[src/rtl/fifo_stream_feeder.sv]
// fifo_stream_feeder: streams scratchpad rows into a PE input FIFO.
// A two-entry skid buffer absorbs the one-cycle read latency, so the block
// can issue one read and complete one push in the same cycle when the FIFO
// is accepting data.
module fifo_stream_feeder #(
  parameter int DATA_WIDTH = 16,
  parameter int PAR_WRITE  = 1,
  parameter int ADDR_WIDTH = 8,
  parameter int LEN_WIDTH  = 8
) (
  input  logic                            clk,
  input  logic                            rstn,
  input  logic                            start,
  input  logic                            abort,
  input  logic [ADDR_WIDTH-1:0]           base_addr,
  input  logic [LEN_WIDTH-1:0]            length,
  output logic                            mem_ren,
  output logic [ADDR_WIDTH-1:0]           mem_addr,
  input  logic [PAR_WRITE*DATA_WIDTH-1:0] mem_rdata,
  output logic                            fifo_wen,
  output logic [PAR_WRITE*DATA_WIDTH-1:0] fifo_din,
  input  logic                            fifo_full,
  output logic                            busy,
  output logic                            done
);

  localparam int ROW_W = PAR_WRITE * DATA_WIDTH;

  typedef enum logic [1:0] {IDLE = 2'd0, RUN = 2'd1, DONE = 2'd2} state_t;

  state_t                state, state_nxt;
  logic [ADDR_WIDTH-1:0] rd_addr;
  logic [LEN_WIDTH-1:0]  rd_left;
  logic [LEN_WIDTH-1:0]  wr_left;
  logic [1:0]            occ;
  logic                  inflight;
  logic [ROW_W-1:0]      skid0;
  logic [ROW_W-1:0]      skid1;
  logic                  pop;
  logic                  issue;
  logic [1:0]            occ_after_pop;
  logic [1:0]            demand;
  logic                  kill;

  // Handshake decisions: push the oldest entry, then issue a read only if
  // the skid buffer can still hold everything already requested.
  always_comb begin
    pop           = (state == RUN) && (occ != 2'd0) && !fifo_full;
    occ_after_pop = occ - {1'b0, pop};
    demand        = occ_after_pop + {1'b0, inflight};
    issue         = (state == RUN) && (rd_left != '0) && (demand < 2'd2);
    kill          = abort && (state != IDLE);
  end

  // State register.
  always_ff @(posedge clk) begin
    if (!rstn) state <= IDLE;
    else       state <= state_nxt;
  end

  // Next-state logic; abort wins over start and over completion.
  always_comb begin
    state_nxt = state;
    case (state)
      IDLE: if (!abort && start) state_nxt = (length == '0) ? DONE : RUN;
      RUN: begin
        if (abort)                                      state_nxt = IDLE;
        else if (pop && (wr_left == LEN_WIDTH'(1)))     state_nxt = DONE;
      end
      DONE:    state_nxt = IDLE;
      default: state_nxt = IDLE;
    endcase
  end

  // Outputs; fifo_din is forced to zero when the skid buffer is empty so the
  // data registers themselves need no reset.
  always_comb begin
    mem_ren  = issue;
    mem_addr = rd_addr;
    fifo_wen = pop;
    fifo_din = (occ != 2'd0) ? skid0 : '0;
    busy     = (state != IDLE);
    done     = (state == DONE);
  end

  // Address and beat counters; loaded on an accepted start.
  always_ff @(posedge clk) begin
    if (!rstn) begin
      rd_addr <= '0;
      rd_left <= '0;
      wr_left <= '0;
    end else if ((state == IDLE) && start && !abort) begin
      rd_addr <= base_addr;
      rd_left <= length;
      wr_left <= length;
    end else begin
      if (issue) begin
        rd_addr <= rd_addr + ADDR_WIDTH'(1);
        rd_left <= rd_left - LEN_WIDTH'(1);
      end
      if (pop) wr_left <= wr_left - LEN_WIDTH'(1);
    end
  end

  // Skid occupancy and read-in-flight flag; abort drops any returning data.
  always_ff @(posedge clk) begin
    if (!rstn || kill) begin
      occ      <= 2'd0;
      inflight <= 1'b0;
    end else begin
      occ      <= occ_after_pop + {1'b0, inflight};
      inflight <= issue;
    end
  end

  // Skid data: shift on pop, then land returning data in the first free slot.
  always_ff @(posedge clk) begin
    if (pop) skid0 <= skid1;
    if (inflight) begin
      if (occ_after_pop == 2'd0) skid0 <= mem_rdata;
      else                       skid1 <= mem_rdata;
    end
  end

endmodule

[config.mk]
export PLATFORM = sky130hd
export DESIGN_NAME = fifo_stream_feeder
export DESIGN_NICKNAME = d
export VERILOG_FILES = /design/src/rtl/fifo_stream_feeder.sv
export SDC_FILE = /design/constraint.sdc
export NUM_CORES = 1
export LEC_CHECK = 0
export CORE_MARGIN = 2
export CORE_UTILIZATION = 45
export DETAILED_ROUTE_END_ITERATION = 10
export GPL_ROUTABILITY_DRIVEN = 1
export PLACE_DENSITY = 0.75
export SLEW_MARGIN = 20
export SYNTH_ARGS = -nofsm -noshare
export SYNTH_HDL_FRONTEND = slang
export SYNTH_SLANG_ARGS = --single-unit
export TNS_END_PERCENT = 1
[constraint.sdc]
create_clock -name clk -period 3.3 [get_ports clk]
set_input_delay 0.66 -clock clk [delete_from_list [all_inputs] [get_ports clk]]
set_output_delay 0.66 -clock clk [all_outputs]
set_load 0.01 [all_outputs]
==> results_dict.tcl, run 1 <==
set metrics [dict create \
    first_iter_violations 136 \
    finalClockSkew_ns 0.01115 \
    wl_met3_um 364 \
    routed_wl_um 6845 \
    cp-end-kind "primary output" \
    final_cell_mix "clkdlybuf4s50_1 (62), dfxtp_1 (45), o21ai_0 (29)" \
    post-route-cell-area_um2 3891 \
    async_reset_ff_share_pct 0 \
    die_area_um2 7085 \
    p_per_area_nw_per_um2 518.4 \
    rsz0062_at_grt "no" \
    ant_nets 0 \
    syn_nets 352 \
    r2r_slack_ns 0.66 \
    synth_ff_type "dfxtp_1" \
    synth_area_leader_cell "dfxtp_1" \
    antenna_found_initial 0 \
    reg2reg_from "state[0]$_SDFFE_PN0P_" \
    fp.coreArea_um2 6277 \
    portBuffers 64 \
    fmax_ghz 0.3158 \
    vias 2569 \
    cts_hold_buf 0 \
    ff2ff_path_depth 9 \
    final-setup-viol-count 0 \
    yosys_warnings 0 \
    finalMaxSlewViolations 0 \
    highest_layer "met4" \
    cp_max_fo 2 \
    avgViaCountPerCell 5.525 \
    clock-sinks 61 \
    syn_to_final_growth_pct 34.52 \
    worstReg2RegEnd "rd_left[5]$_SDFFE_PN0P_" \
    root_buffer "clkbuf_8" \
    synth_cells 309 \
    dpl.hpwl_um 4762 \
    gp_congestion 0.7830 \
    drive_gt1_share_pct 10.05 \
    critical_path_required_ns 2.64 \
    clock_latency_ns 0.34 \
    p_leak_nw 1.499 \
    final_hold_viol_count 0 \
    ys_ff_latch 61 \
    start_util_pct 46.08 \
    clockBufferDepth 2 \
    crit_type "in -> out" \
    fin_nets 426 \
    cts_tree "done" \
    synth_seq_area_share_pct 47.75 \
    maxCapViolCount 0 \
    worstSetupEndpoint "mem_ren" \
    yosysUniqueCellTypes 44 \
    syn_area_per_cell_um2 9.362 \
    grt_overflow_total 0 \
    max_slew_margin_pct 46.95 \
    drt-met1-wl_um 3146 \
    grt_pass1_vias 2506 \
    dpl.cell_count 448 \
    synth_edf_count 16 \
    whs_ns 0.4874 \
    hold_path.class "reg -> reg" \
    track_usage_pct 20.32 \
    startpoint "fifo_full" \
    grt_pass1_wl_um 11520 \
    met2_length_um 3253 \
    avgRoutedWirePerCell_um 14.72 \
    cp.arrival_ns 2.51 \
    path_clk_slew_ns 0.06 \
    ios 65 \
    ir_worst_vdd_mv 0.3517 \
    instances_no_fill 465 \
    die_w_um 84.18 \
    min_period_over_period_pct 95.96 \
    worst_slew_pin_slew_ns 0.7958 \
    place_area_um2 3660 \
    antenna_cells 0 \
    post-route-min-period_ns 3.167 \
    numCtsBuffers 9 \
    final_common_cell "clkdlybuf4s50_1" \
    cp-start-kind "input pin" \
    hp-start "wr_left[6]$_SDFFE_PN0P_" \
    synth.area.top_cells "dfxtp_1 (31%), edfxtp_1 (17%), mux2i_1 (5.9%)" \
    drc 0 \
    grt_max_degree 33 \
    drtPass1Iterations 5 \
    die_h_um 84.18 \
    cts-htree-levels 3 \
    num_rows 29 \
    status "finished clean" \
    num-fill-cells 546 \
    syn-cell-area_um2 2893 \
    netlist.area_leader.share_pct 31.14 \
]
==> synthesized netlist by cell type (2+ instances only) <==
library cell	instances
buf_2	3
edfxtp_1	16
dfxtp_1	45
o21a_1	2
nor4_1	4
xnor2_1	4
a21o_1	2
a221oi_1	2
inv_1	9
nor3_1	10
a211oi_1	5
and4_1	3
nand2b_1	2
or4_1	3
o211ai_1	2
buf_6	2
a311oi_1	3
nor2_1	17
and2_1	2
a32oi_1	2
a31oi_1	7
or3b_1	2
nand3_1	9
and3_1	8
nand2_1	28
o21ai_0	29
a21oi_1	14
inv_2	2
mux2i_1	17
o21ai_1	3
or2_1	2
clkbuf_1	12
nor2b_1	19
or3_1	4
ha_1	6
==> final cells by class <==
cell class / count / area [µm²] / area share [%]
timing repair buffer: 80 / 760.7 / 19.55
clock buffer: 9 / 123.9 / 3.183
sequential: 61 / 1381 / 35.50
multi-input combinational: 220 / 1390 / 35.72
tap: 77 / 96.34 / 2.476
clock inverter: 7 / 97.59 / 2.508
inverter: 11 / 41.29 / 1.061
==> critical path: stages <==
cell,delay (ns)
dlygate4sd2_1,0.24
or3b_1,0.38
or2_1,0.26
xnor2_1,0.17
ha_2,0.19
nor3_1,0.06
or3_4,0.38
inv_2,0.07
buf_6,0.09
==> metal layers <==
| layer | vias up | global-route usage, % |
|---|---|---|
| met5 | - | 0 |
| met4 | 0 | 7.625 |
| li1 | 1275 | - |
| met3 | 8 | 6.391 |
| met1 | 1218 | 26.63 |
| met2 | 68 | 31.60 |
==> how the worst min path moves through the flow <==
stage | end | cells past startpoint | slack [ns]
4_1_cts | wr_left[6]$_SDFFE_PN0P_ | 2 | 0.49
3_3_place_gp | wr_left[6]$_SDFFE_PN0P_ | 2 | 0.47
5_1_grt | wr_left[5]$_SDFFE_PN0P_ | 2 | 0.50
2_1_floorplan | rd_left[3]$_SDFFE_PN0P_ | 2 | 0.46
3_5_place_dp | rd_left[3]$_SDFFE_PN0P_ | 2 | 0.48
6_report | wr_left[6]$_SDFFE_PN0P_ | 2 | 0.49
==> power breakdown <==
group          switching, W  total (W)  internal (W)
Sequential        0.0000614   0.000939      0.000878
Combinational      0.000155   0.000343      0.000188
Clock              0.000308   0.000735      0.000427
Total              0.000524    0.00202       0.00149
==> cells by family after synthesis <==
group                      after synthesis  share of synthesized area [%]
and+or+nand+nor                        117                          22.27
muxes                                   17                          5.882
adders and majority gates                6                          2.595
AOI/OAI and AO/OA                       75                          15.70
buffers and inverters                   28                          4.282
xor gates and xnor gates                 5                          1.514
DFF                                     61                          47.75
==> sequential cells by signal, indices dropped and copies added (netlist names) <==
signal / flops
inflight: 1
wr_left: 8
mem_addr: 8
state: 2
skid1: 16
occ: 2
skid0: 16
rd_left: 8
==> through the flow <==
stage / utilization [%] / worst slack (ns) / power [W] / TNS, ns
finish: 61.99 / 0.1333 / 0.002017 / 0
global route: 61.99 / 0.03534 / 0.002122 / 0
CTS: 61.99 / 0.1259 / 0.002033 / 0
detailed placement: 58.30 / -0.4599 / 0.001296 / -0.5533
global placement: 58.30 / -0.4543 / 0.001278 / -0.5315
floorplan: - / 0.01449 / 0.001153 / 0
==> what timing repair did <==
action,in CTS,in global routing
gates resized for setup,7,0
setup endpoints to repair,1,0
hold endpoints to repair,0,0
buffers inserted,1,0
No activity file was read; power rests on OpenSTA's default activity.
==> inputs of run 2 (changes only) <==
--- a/config.mk
+++ b/config.mk
@@ -7,6 +7,7 @@
 export LEC_CHECK = 0
 export CORE_MARGIN = 2
 export CORE_UTILIZATION = 45
+export CTS_CLUSTER_DIAMETER = 50
 export DETAILED_ROUTE_END_ITERATION = 10
 export GPL_ROUTABILITY_DRIVEN = 1
 export PLACE_DENSITY = 0.75
==> constraint.sdc (replaced) <==
create_clock -name clk -period 3.3 [get_ports clk]
set_input_delay 0.495 -clock clk [delete_from_list [all_inputs] [get_ports clk]]
set_output_delay 0.495 -clock clk [all_outputs]
set_load 0.01 [all_outputs]
==> results_dict.tcl, run 2 (synthesized netlist as in run 1, its figures left out) <==
set metrics [dict create \
    rsz0062_at_grt "no" \
    cp-start-kind "input pin" \
    post_cts_buffers 0 \
    clockBufferDepth 2 \
    startpoint "fifo_full" \
    ir_worst_vdd_mv 0.3394 \
    grt_pass1_vias 2301 \
    drc 0 \
    cts-htree-levels 3 \
    hp-start "wr_left[6]$_SDFFE_PN0P_" \
    gp_congestion 0.8513 \
    dpl.cell_count 447 \
    clkPwrFrac_pct 36.8 \
    ant_nets 0 \
    p_int_w 0.001493 \
    p_sw_share_pct 26.25 \
    fp.coreArea_um2 6277 \
    fin_nets 424 \
    post-route-min-period_ns 3.230 \
    hold_path.class "reg -> reg" \
    clock-sinks 61 \
    p_comb_share_pct 16.8 \
    cp-end-kind "primary output" \
    final_cell_mix "clkdlybuf4s50_1 (63), dfxtp_1 (45), o21ai_0 (29)" \
    status "finished clean" \
    ios 65 \
    clock_latency_ns 0.35 \
    start_util_pct 46.08 \
    maxCapViolCount 0 \
    avgRoutedWirePerCell_um 14.82 \
    max_slew_margin_pct 38.97 \
    cts_tree "done" \
    syn_to_final_growth_pct 33.95 \
    cp.arrival_ns 2.74 \
    final-setup-viol-count 0 \
    seqPwrFrac_pct 46.4 \
    p_per_area_nw_per_um2 522.5 \
    drtPass1Iterations 4 \
    grt_overflow_total 0 \
    critical_path_required_ns 2.80 \
    p_leak_nw 1.495 \
    critical_path.cell_chain "clkdlybuf4s50_1 -> or3b_1 -> or2_1 -> xnor2_1 -> ha_1 -> o21a_1 -> or3_4 -> inv_2 -> clkdlybuf4s15_1" \
    grt_max_degree 33 \
    top_regs "skid0: 16 flops, skid1: 16 flops" \
    final_util_pct 61.73 \
    drive_gt1_share_pct 9.067 \
    crit_type "in -> out" \
    avgViaCountPerCell 5.464 \
    numCtsBuffers 9 \
    vias 2530 \
    routed_wl_um 6862 \
    crit_slowest_cell "clkdlybuf4s50_1" \
    dpl.hpwl_um 4791 \
    antenna_cells 0 \
    cp_max_fo 2 \
    finalMaxSlewViolations 0 \
    root_buffer "clkbuf_8" \
    reg2reg_from "state[0]$_SDFFE_PN0P_" \
    final_common_cell "clkdlybuf4s50_1" \
    first_iter_violations 105 \
    die_w_um 84.18 \
    portBuffers 64 \
    finalClockSkew_ns 0.009758 \
    die_h_um 84.18 \
    instances_no_fill 463 \
    min_period_over_period_pct 97.88 \
    antenna_found_initial 0 \
    fmax_ghz 0.3096 \
    power_switching_w 0.0005316 \
    die_area_um2 7085 \
    max_stage_delay_ns 0.43 \
    num_rows 29 \
    grt_pass1_wl_um 11210 \
    worst_slew_pin_slew_ns 0.9155 \
    path_clk_slew_ns 0.07 \
    final_hold_viol_count 0 \
    track_usage_pct 20.07 \
]
## run 2: critical path, delay by kind of cell
kind / cells / cell delay (ns)
AOI/OAI and AO/OA: 1 / 0.13
xor gates and xnor gates: 1 / 0.15
adders and majority gates: 1 / 0.21
buffers and inverters: 3 / 0.72
and+or+nand+nor: 3 / 1.03
## run 2: path summary, 6_finish.rpt
path                                           endpoint  cells past startpoint  slack, ns
worst max-delay path                            mem_ren                      9       0.07
worst min-delay path            wr_left[6]$_SDFFE_PN0P_                      2       0.49
worst max register to register  rd_left[5]$_SDFFE_PN0P_                      9       0.57
worst min register to register  wr_left[6]$_SDFFE_PN0P_                      2       0.49
## run 2: layer usage
layer,vias to the layer above,global-route usage (%),share of wire (%)
met5,-,0,0
met4,0,8.798,1.7
met3,11,5.113,4.5
met2,64,30.66,47
met1,1175,27.01,46
li1,1280,-,-
## run 2: area by class of cell
| class | instances | area [µm²] |
|---|---|---|
| Tap cell | 77 | 96.34 |
| Inverter | 11 | 41.29 |
| Multi-Input combinational cell | 220 | 1388 |
| Timing Repair Buffer | 78 | 745.7 |
| Clock buffer | 9 | 123.9 |
| Sequential cell | 61 | 1381 |
| Fill cell | 546 | 2402 |
| Clock inverter | 7 | 98.84 |
## run 2: timing repair
action	in CTS	in global routing
resized for setup	1	1
gates cloned	0	0
hold endpoints to repair	0	0
hold buffers	0	0
pin swaps	0	0
setup endpoints to repair	1	1
## run 2: through the flow
stage / setup slack [ns] / area [µm²] / power, W / hold WS [ns] / setup TNS [ns]
after floorplan: 0.3445 / 2893 / 0.001153 / 0.4556 / 0
after global placement: -0.1245 / 3652 / 0.001276 / 0.4681 / -0.1245
after detailed placement: -0.1848 / 3652 / 0.001297 / 0.4800 / -0.1848
after CTS: 0.03446 / 3874 / 0.002036 / 0.4898 / 0
after global routing: 0.005121 / 3875 / 0.002115 / 0.5065 / 0
final: 0.06983 / 3875 / 0.002025 / 0.4895 / 0
## run 2: power by group through the flow
stage | registers, W | clock network (W) | logic [W]
final | 0.000940 | 0.000745 | 0.000339
after global placement | 0.000947 | 0 | 0.000330
after floorplan | 0.000942 | 0 | 0.000211
after global routing | 0.000954 | 0.000787 | 0.000375
after detailed placement | 0.000956 | 0 | 0.000341
after CTS | 0.000940 | 0.000754 | 0.000342
==> inputs of run 3 (changes only) <==
--- a/config.mk
+++ b/config.mk
@@ -10,6 +10,7 @@
 export CTS_CLUSTER_DIAMETER = 50
 export DETAILED_ROUTE_END_ITERATION = 10
 export GPL_ROUTABILITY_DRIVEN = 1
+export MAX_ROUTING_LAYER = met4
 export PLACE_DENSITY = 0.75
 export SLEW_MARGIN = 20
 export SYNTH_ARGS = -nofsm -noshare
==> results_dict.tcl, run 3 (synthesized netlist as in run 1, its figures left out) <==
set metrics [dict create \
    grt_max_degree 33 \
    status "finished clean" \
    ios 65 \
    cts_hold_buf 0 \
    portBuffers 64 \
    final-setup-viol-count 0 \
    max_stage_delay_ns 0.43 \
    grt_pass1_wl_um 11180 \
    worst_slew_pin_slew_ns 0.9330 \
    path_clk_slew_ns 0.07 \
    first_iter_violations 100 \
    routed_wl_um 6892 \
    p_int_w 0.001493 \
    grt_overflow_total 0 \
    top_regs "skid0: 16 flops, skid1: 16 flops" \
    root_buffer "clkbuf_8" \
    final_hold_viol_count 0 \
    dpl.hpwl_um 4791 \
    critical_path_required_ns 2.80 \
    cp_top_family "simple AND/OR/NAND/NOR gates" \
    avgRoutedWirePerCell_um 14.89 \
    die_w_um 84.18 \
    drtPass1Iterations 4 \
    vias 2504 \
    final_cell_mix "clkdlybuf4s50_1 (63), dfxtp_1 (45), o21ai_0 (29)" \
    crit_type "in -> out" \
    gp_congestion 0.8648 \
    cp-end-kind "primary output" \
    power_switching_w 0.0005306 \
    clockBufferDepth 2 \
    fin_nets 424 \
    maxCapViolCount 0 \
    fin_ws_ns 0.07238 \
    critPathBufInv 3 \
    clkPwrFrac_pct 36.7 \
    seqPwrFrac_pct 46.5 \
    pre_cts_ws_ns -0.1848 \
    crit_slowest_cell "clkdlybuf4s50_1" \
    track_usage_pct 20.53 \
    final_common_cell "clkdlybuf4s50_1" \
    rsz0062_at_grt "no" \
    grt_pass1_vias 2315 \
    fmax_ghz 0.3098 \
    critical_path.cell_chain "clkdlybuf4s50_1 -> or3b_1 -> or2_1 -> xnor2_1 -> ha_1 -> o21a_1 -> or3_4 -> inv_2 -> clkdlybuf4s15_1" \
    antenna_found_initial 0 \
    clock-sinks 61 \
    finalMaxSlewViolations 0 \
    min_period_over_period_pct 97.81 \
    p_leak_nw 1.495 \
    hold_path.class "reg -> reg" \
    cp.arrival_ns 2.73 \
    final_util_pct 61.73 \
    tns_ns 0 \
    finalClockSkew_ns 0.009058 \
    dpl.cell_count 447 \
    drive_gt1_share_pct 9.067 \
    drc 0 \
    ir_worst_vdd_mv 0.3390 \
    cp-start-kind "input pin" \
    syn_to_final_growth_pct 33.95 \
    fp.coreArea_um2 6277 \
    start_util_pct 46.08 \
    num_rows 29 \
    avgViaCountPerCell 5.408 \
    die_h_um 84.18 \
    cts-htree-levels 3 \
    post-route-min-period_ns 3.228 \
    max_slew_margin_pct 37.80 \
    clock_latency_ns 0.35 \
    antenna_cells 0 \
    instances_no_fill 463 \
    ant_nets 0 \
    p_sw_share_pct 26.22 \
    p_per_area_nw_per_um2 522.3 \
    die_area_um2 7085 \
    numCtsBuffers 9 \
    total_power_w 0.002024 \
    p_comb_share_pct 16.8 \
    cp_max_fo 2 \
    cts_tree "done" \
]
run 3: cell counts in the layout (fill, tap and decap cells not counted):
No cell type changed its count.
run 3: worst paths after layout:
kind / slack (ns) / endpoint / start / cells past startpoint
worst max register to register: 0.57 / rd_left[5]$_SDFFE_PN0P_ / state[0]$_SDFFE_PN0P_ / 9
worst min register to register: 0.49 / wr_left[6]$_SDFFE_PN0P_ / wr_left[6]$_SDFFE_PN0P_ / 2
worst min-delay path: 0.49 / wr_left[6]$_SDFFE_PN0P_ / wr_left[6]$_SDFFE_PN0P_ / 2
worst max-delay path: 0.07 / mem_ren / fifo_full / 9
run 3: layout make-up:
| type | instances | area, µm² |
|---|---|---|
| flip-flops and latches | 61 | 1381 |
| multi-input cells | 220 | 1388 |
| repair buffers | 78 | 745.7 |
| inverters | 11 | 41.29 |
| clock buffers | 9 | 123.9 |
| well taps | 77 | 96.34 |
| clock inverters | 7 | 98.84 |
| fillers | 546 | 2402 |
run 3: stage by stage:
step | instance area (µm²) | hold slack (ns)
CTS | 3874 | 0.4898
global placement | 3652 | 0.4681
finish | 3875 | 0.4880
global route | 3875 | 0.5065
floorplan | 2893 | 0.4556
detailed placement | 3652 | 0.4800
run 3: metal layers:
metal / up-vias / share of wire, % / GRT usage, %
li1: 1277 / - / -
met1: 1153 / 46 / 26.88
met2: 65 / 47 / 30.88
met3: 9 / 5.2 / 4.326
met4: 0 / 1.5 / 8.798
met5: - / 0 / -
run 3: power by group through the flow:
stage                     sequential (W)  combinational, W  clock [W]
after floorplan                 0.000942          0.000211          0
after global placement          0.000947          0.000330          0
after detailed placement        0.000956          0.000341          0
after CTS                       0.000940          0.000342   0.000754
after global routing            0.000954          0.000375   0.000784
final                           0.000940          0.000340   0.000744
run 3: tightest hold or removal path: stages (launching register included):
cell and delay (ns):
dfxtp_1 0.31, o21ai_1 0.07, a21oi_1 0.06
run 3: timing repair:
action,CTS,global route
gates resized for setup,1,1
setup buffers,0,0
setup endpoints to repair,1,1
==> RTL edit, RTL diff (config.mk and constraints of run 2) <==
Encoding of `state_t`: now one-hot (3 bits for 3 states).
--- a/src/rtl/fifo_stream_feeder.sv
+++ b/src/rtl/fifo_stream_feeder.sv
@@ -26,7 +26,7 @@
 
   localparam int ROW_W = PAR_WRITE * DATA_WIDTH;
 
-  typedef enum logic [1:0] {IDLE = 2'd0, RUN = 2'd1, DONE = 2'd2} state_t;
+  typedef enum logic [2:0] {IDLE = 3'b001, RUN = 3'b010, DONE = 3'b100} state_t;
 
   state_t                state, state_nxt;
   logic [ADDR_WIDTH-1:0] rd_addr;
Formal check against the unedited RTL: no difference found for any inputs over 10 cycles, from zero or initial values and one cycle with rstn low; not proved beyond that.
==> RTL edit against run 2 <==
  * Cell count rose by 1.7%
  * Power fell by 18%
  * Register-to-register slack got worse by 0.36 ns
  * Area after synthesis rose by 0.69%
  * Count of clock-buffer cells in the layout rose by 3
  * Critical path depth did not move
  * Highest routed layer unchanged
  * Non-clock buffer count rose by 10
  * Sequential cell count rose by 1
  * Largest cell class unchanged
  * First-iteration DRC count rose by 33%
  * Wire length fell by 0.34%
  * Setup slack improved by 0.059 ns
  * Maximum frequency rose by 1.9%
  * Clock power fell by 21%
  * Final area rose by 2.8%
==> RTL edit: results (changes against run 2) <==
stage	metric	value	unit	change
final_layout	drive_gt1_share	13.2	%	+4.1 points
drt	dr.pass1.iters	4		unchanged
setup_path	slowest_delay	0.51	ns	+0.08 ns
timing	timing.hold.ws	0.481	ns	-0.00875 ns
min_path	min-delay-start	wr_left[4]		
drt	drc_errors	0		unchanged
pwr	p_leak	0.00150	uW	+0.58%
global_routing	grt_pass1_wl	11100	um	-1.3%
global_routing	grt_start_max_net_pins	33		unchanged
final_layout	num-fill-cells	541		-0.92%
pwr	peakVddDrop	0.329	mV	-3.1%
global_routing	first_global_vias	2386		+3.7%
drt	routed_wl	6840	um	-0.34%
placed_design	hpwl	4640	um	-3.1%
global_routing	grt_util_all_layers	19.3	%	-0.77 points
clock_network	clockBufferDepth	2		unchanged
setup_path	crit-reg2reg-capture	rd_left[2]		
synth	synth_commonest_cells	46 x dfxtp_1, 27 x nand2_1, 27 x nor2_1		
run_status	outcome	complete, no violations		
setup_path	critPathSlowestCell	or4b_4		
synth	synth-seq-area-share	48.1	%	+0.36 points
timing	finClkSkew	0.00646	ns	-0.00329 ns
drt	drt-initial-drc-count	140		+33%
timing	tightest_slew	0.608	ns	-0.308 ns
setup_path	crit_fanout	5		+3
final_layout	final_nets	432		+1.9%
synth	synth.distinct_cells	53		+20%
setup_path	r2r_start	state[0]		
placed_design	io_buffers	64		unchanged
synth	syn_avg_cell_area	9.61	um2	+2.7%
placed_design	placed_cell_area	0.00370	mm2	+1.3%
synth	syn-num-nets	346		-1.7%
min_path	min_path_type	reg -> reg		
setup_path	reg2reg_depth	15		+6
placed_design	dp_cells	445		-0.45%
synth	synthTopCellsByArea	dfxtp_1 32%, edfxtp_1 16%, mux2i_1 5.8%		
clock_network	path_clk_slew	0.07	ns	about the same
placed_design	gp_congestion	0.848		-0.34%
clock_network	clk_latency	0.34	ns	
drt	avgViaCountPerCell	5.46		about the same
setup_path	critPathArrivalTime	2.68	ns	-0.06 ns
min_path	whs_endpoint	wr_left[4]		
setup_path	worst-r2r-setup-slack	0.21	ns	-0.36 ns
final_layout	reg_top3	skid0: 16 flops, skid1: 16 flops		
drt	avgRoutedWirePerCell	14.5	um	-2.0%
RTL edit: timing repair:
action | CTS | global route
gates cloned | 0 | 0
buffers inserted | 7 | 5
gates resized for setup | 4 | 8
endpoints found under the setup margin | 1 | 5
pin swaps | 3 | 7
RTL edit: logic make-up after synthesis:
family	share of synthesized area (%)
simple gates	22.8
buf+inv	3.99
compound gates	13.9
mux	6.23
xor+xnor	2.41
fa+ha+maj	2.58
flops	48.1
RTL edit: worst max-delay path by stage:
stage | startpoint | end | slack, ns | depth (start not counted)
2_1_floorplan | fifo_full | mem_addr[7] | 0.18 | 9
3_3_place_gp | fifo_full | mem_ren | -0.23 | 9
3_5_place_dp | fifo_full | mem_ren | -0.30 | 9
4_1_cts | fifo_full | rd_left[4] | -0.12 | 17
5_1_grt | state[0] | mem_ren | 0.06 | 9
6_report | state[0] | mem_ren | 0.13 | 9
RTL edit: layout make-up:
cell class	instances	area share (%)
multi-input combinational	216	36.1
sequential	62	35.3
timing repair buffer	88	20.6
clock buffer	12	3.64
tap	77	2.42
inverter	12	1.26
clock inverter	4	0.597
RTL edit: power by group:
part	internal [uW]	leakage (uW)	switching [uW]
logic	120	0.000898	89.8
registers	833	0.000525	36.4
clock network	290	0.0000800	300
RTL edit: tightest hold or removal path, cell delays in order (launching register included):
cell     delay [ns]
dfxtp_1        0.31
nand3_1        0.06
a21oi_1        0.06
RTL edit: through the flow:
stage / setup TNS, ns / worst slack (ns) / power (uW) / utilization (%)
after floorplan: 0 / 0.177 / 999 / -
after global placement: -0.496 / -0.233 / 1090 / 58.6
after detailed placement: -0.941 / -0.303 / 1100 / 58.6
after CTS: -0.281 / -0.119 / 1680 / 62.4
after global routing: 0 / 0.0562 / 1740 / 63.1
final: 0 / 0.129 / 1670 / 63.1
RTL edit: routing by layer:
layer  routed length (um)  track usage, %
met1                 3090            24.1
met2                 3200            31.5
met3                  446            5.31
met4                  109            8.23
met5                    0               0
